### src/rtl/truth_table_sweeper.sv
// Sweeps all 16 input vectors of a 4-input boolean circuit, captures its E/F outputs
// into truth tables, and flags any difference from the expected tables.
module truth_table_sweeper #(
  parameter int unsigned SETTLE_CYCLES = 2
) (
  input  logic        clk,
  input  logic        rst_n,
  input  logic        start,
  input  logic [15:0] exp_e,
  input  logic [15:0] exp_f,
  input  logic        e_in,
  input  logic        f_in,
  output logic        a_out,
  output logic        b_out,
  output logic        c_out,
  output logic        d_out,
  output logic        busy,
  output logic        done,
  output logic [15:0] table_e,
  output logic [15:0] table_f,
  output logic        mismatch
);

  if (SETTLE_CYCLES < 1 || SETTLE_CYCLES > 15) begin : g_bad_settle_cycles
    $error("truth_table_sweeper: SETTLE_CYCLES must be in 1..15");
  end

  localparam logic [3:0] LAST_CNT = 4'(SETTLE_CYCLES - 1);

  typedef enum logic [1:0] {IDLE, SETTLE, CAPTURE, DONE} state_t;

  state_t      state_q, state_d;
  logic [3:0]  idx_q, idx_d;
  logic [3:0]  cnt_q;
  logic [3:0]  vec_q;
  logic [15:0] exp_e_q, exp_f_q;
  logic [15:0] cap_e, cap_f;
  logic        busy_d;

  always_ff @(posedge clk or negedge rst_n) begin
    if (!rst_n) state_q <= IDLE;
    else        state_q <= state_d;
  end

  always_comb begin
    state_d = state_q;
    idx_d   = idx_q;
    case (state_q)
      IDLE: begin
        if (start) begin
          state_d = SETTLE;
          idx_d   = 4'd0;
        end
      end
      SETTLE: begin
        if (cnt_q == LAST_CNT) state_d = CAPTURE;
      end
      CAPTURE: begin
        if (idx_q == 4'hF) begin
          state_d = DONE;
        end else begin
          state_d = SETTLE;
          idx_d   = idx_q + 4'd1;
        end
      end
      DONE:    state_d = IDLE;
      default: state_d = IDLE;
    endcase
  end

  // Tables with the current vector's bit replaced, so the final compare sees the last capture.
  always_comb begin
    cap_e        = table_e;
    cap_f        = table_f;
    cap_e[idx_q] = e_in;
    cap_f[idx_q] = f_in;
  end

  assign busy_d = (state_d == SETTLE) || (state_d == CAPTURE);

  always_ff @(posedge clk or negedge rst_n) begin
    if (!rst_n) begin
      idx_q    <= 4'd0;
      cnt_q    <= 4'd0;
      vec_q    <= 4'd0;
      exp_e_q  <= 16'd0;
      exp_f_q  <= 16'd0;
      table_e  <= 16'd0;
      table_f  <= 16'd0;
      mismatch <= 1'b0;
      busy     <= 1'b0;
      done     <= 1'b0;
    end else begin
      idx_q <= idx_d;
      busy  <= busy_d;
      done  <= (state_d == DONE);
      vec_q <= busy_d ? idx_d : 4'd0;
      case (state_q)
        IDLE: begin
          if (start) begin
            exp_e_q  <= exp_e;
            exp_f_q  <= exp_f;
            table_e  <= 16'd0;
            table_f  <= 16'd0;
            mismatch <= 1'b0;
            cnt_q    <= 4'd0;
          end
        end
        SETTLE: cnt_q <= cnt_q + 4'd1;
        CAPTURE: begin
          table_e <= cap_e;
          table_f <= cap_f;
          cnt_q   <= 4'd0;
          if (idx_q == 4'hF)
            mismatch <= (cap_e != exp_e_q) || (cap_f != exp_f_q);
        end
        default: ;
      endcase
    end
  end

  assign a_out = vec_q[3];
  assign b_out = vec_q[2];
  assign c_out = vec_q[1];
  assign d_out = vec_q[0];

endmodule
### config.mk
export PLATFORM = sky130hd
export DESIGN_NAME = truth_table_sweeper
export DESIGN_NICKNAME = d
export VERILOG_FILES = /design/src/rtl/truth_table_sweeper.sv
export SDC_FILE = /design/constraint.sdc
export NUM_CORES = 1
export LEC_CHECK = 0
export CELL_PAD_IN_SITES_DETAIL_PLACEMENT = 1
export CELL_PAD_IN_SITES_GLOBAL_PLACEMENT = 1
export CORE_ASPECT_RATIO = 1.75
export CORE_MARGIN = 8
export CORE_UTILIZATION = 40
export CTS_CLUSTER_SIZE = 10
export DETAILED_ROUTE_END_ITERATION = 16
export GPL_TIMING_DRIVEN = 0
export PLACE_DENSITY_LB_ADDON = 0.25
export SYNTH_ARGS = -nofsm -noshare
export SYNTH_HDL_FRONTEND = slang
export SYNTH_SLANG_ARGS = --single-unit
### constraint.sdc
create_clock -name clk -period 2.36 [get_ports clk]
set_input_delay 0.236 -clock clk [delete_from_list [all_inputs] [get_ports clk]]
set_output_delay 0.236 -clock clk [all_outputs]
set_load 0.01 [all_outputs]
==> impl_metrics.tcl <==
set metrics [dict create \
    status "complete, no violations" \
    arrival_ns 2.51 \
    crit_buf_inv 2 \
    fin_skew_ns 0.00518 \
    ys_warn_count 0 \
    cts_inserted_buffers 9 \
    cts_max_level 3 \
    crit_required_ns 2.57 \
    cp_common_cell "buf_4" \
    crit_family "simple AND/OR/NAND/NOR gates" \
    fin_tns_setup_ns 0 \
    min_period_ns 2.30 \
    antenna_found_initial 0 \
    die_y_um 152 \
    setup_ws_ns 0.0603 \
    worstHoldPathType "primary input to asynchronous set/reset pin" \
    finalHoldViolations 0 \
    cts_buffer_depth 2 \
    routed_via_density 5.56 \
    setup_violations 0 \
    cts_sinks 81 \
    insertion_delay_ns 0.34 \
    die-area_sq_um 14200 \
    postRouteAntennaNets 0 \
    dp_cells 674 \
    coreArea_sq_um 10300 \
    cts_tree "done" \
    syn_nets 515 \
    grt.total_usage_pct 21.3 \
    start_util_pct 41.0 \
    placed_area_sq_um 5160 \
    ys_ff_latch 81 \
    power_density_nw_per_um2 1040 \
    worstSetupPathType "flip-flop to flip-flop" \
    grt_max_degree 54 \
    drc 0 \
    place_ws_ns -0.839 \
    wl_per_cell_um 21.2 \
    nets 608 \
    slowest_stage "dfrtp_2" \
    synthArstFlopShare_pct 100 \
    ir_worst_vdd_v 0.000581 \
    synth_area_sq_um 4230 \
    cp-end-kind "flip-flop" \
    syn_inst 471 \
    routed_wl_um 14800 \
    timing.hold.ws_ns 0.364 \
    post-route-util_pct 55.3 \
    fin_area_sq_um 5690 \
    max_freq_mhz 435 \
    grt_pass1_wl_um 23400 \
    drt_iter0_drc 166 \
    cpPeakStageDelay_ns 0.44 \
    hpwl_um 10800 \
    synth.distinct_cells 48 \
    tightest_slew_ns 0.657 \
    rows 49 \
    cts_root_buffer "clkbuf_16" \
    area_growth_pct 34.7 \
    io_pins 76 \
    port_buffers 75 \
    slew_violations 0 \
    crit_fanout 5 \
    synth_seq_area_share_pct 48.0 \
    die_w_um 93.7 \
    routabilityCongestion 0.868 \
    clk_pin_slew_worst_paths_ns 0.06 \
    drt-pass1-iter-count 6 \
    overflow 0 \
    vias 3873 \
    leakagePower_nw 2.63 \
    max_cap_violations 0 \
    grt_pass1_vias 4353 \
    maxSlewHeadroom_pct 56.2 \
    drive_above_1_share_pct 10.4 \
    path_cells "buf_4 > ha_4 > buf_4 > nand3b_4 > mux2i_1 > xor2_1 > nand4_1 > nor4_4 > a31oi_1" \
    finalPower_mw 5.92 \
    synthFlopType "dfrtp_1" \
    syn_area_per_cell_sq_um 8.97 \
    n_antenna_cell 0 \
    startpoint_type "flip-flop" \
    finalCritPeriodShare_pct 97.4 \
    synth_edf_count 0 \
    final-instance-count-excl-fill 696 \
]
==> logic make-up after synthesis <==
| family | count (synthesis) | synth area share (%) |
|---|---|---|
| mux | 23 | 5.48 |
| flops | 81 | 48.0 |
| buf+inv | 34 | 3.40 |
| xor+xnor | 27 | 5.59 |
| fa+ha+maj | 7 | 2.07 |
| simple gates | 220 | 24.3 |
| compound gates | 79 | 11.2 |
==> worst reg2reg max path: stages, from the launching register on <==
cell	delay (ns)
dfrtp_2	0.44
buf_4	0.16
ha_4	0.18
buf_4	0.14
nand3b_4	0.10
mux2i_1	0.24
xor2_1	0.23
nand4_1	0.20
nor4_4	0.36
a31oi_1	0.12
==> flip-flops by register name, indices dropped and copies added, names as in the netlist <==
register	count
table_f	16
done	1
table_e	16
idx_q	4
mismatch	1
exp_f_q	16
state_q	2
exp_e_q	16
busy	1
vec_q	4
cnt_q	4
==> Yosys cell counts (all sizes together), types with 7 or more instances <==
master	count	area, sq um
nand2	156	586
clkbuf	17	63.8
a21oi	12	60.1
inv	13	48.8
nand3b	11	128
mux2i	22	220
o21ai	44	220
xor2	22	193
dfrtp	81	2030
nand3	13	82.6
ha	7	87.6
nor2	13	48.8
==> area by class of cell <==
type	count	area (sq um)
clock buffers	11	243
clock inverters	5	103
repair buffers	82	823
plain buffers	21	98.8
fillers	1172	4610
well taps	127	159
multi-input cells	356	2190
flip-flops and latches	81	2030
inverters	13	51.3
==> routing by layer <==
layer  vias up  global-route usage [%]  wire length, um
met5         -                       0                0
met4         0                    12.5              814
met3        50                    4.29              498
met2       111                    37.5             8040
met1      1946                    22.3             5440
li1       1766                       -                -
==> final timing paths <==
check,cells past startpoint,slack (ns),end,from
setup / recovery,9,0.06,mismatch,idx_q[1]
hold / removal,2,0.36,busy,rst_n
setup reg to reg,9,0.06,mismatch,idx_q[1]
hold reg to reg,2,0.50,exp_e_q[3],exp_e_q[3]
max in group asynchronous,3,1.38,table_e[14],rst_n
min in group clk,3,0.42,exp_f_q[11],exp_f[11]
==> cells in the final DEF, fill, tap and decap left out, types with 8 or more instances in the layout <==
master             n
a21oi_1           12
buf_4              8
clkbuf_1          15
clkbuf_16          9
clkdlybuf4s50_1   74
dfrtp_1           79
inv_1             11
mux2i_1           19
nand2_1          156
nand3_1           11
nor2_1            11
o21ai_0           44
xor2_1            22
==> what timing repair did <==
action / 4_1_cts / 5_1_grt
pin swaps: 0 / 7
hold buffers: 1 / 0
setup buffers: 1 / 4
resized for setup: 15 / 17
endpoints found under the setup margin: 1 / 6
endpoints found under the hold margin: 28 / 0
==> power breakdown <==
part	internal (mW)	total (mW)	leakage [nW]	switching, mW
Sequential	1.77	2.15	1.07	0.382
Clock	1.06	1.63	0.166	0.565
Combinational	0.872	2.15	1.40	1.28
No activity file was read; power rests on OpenSTA's default activity.
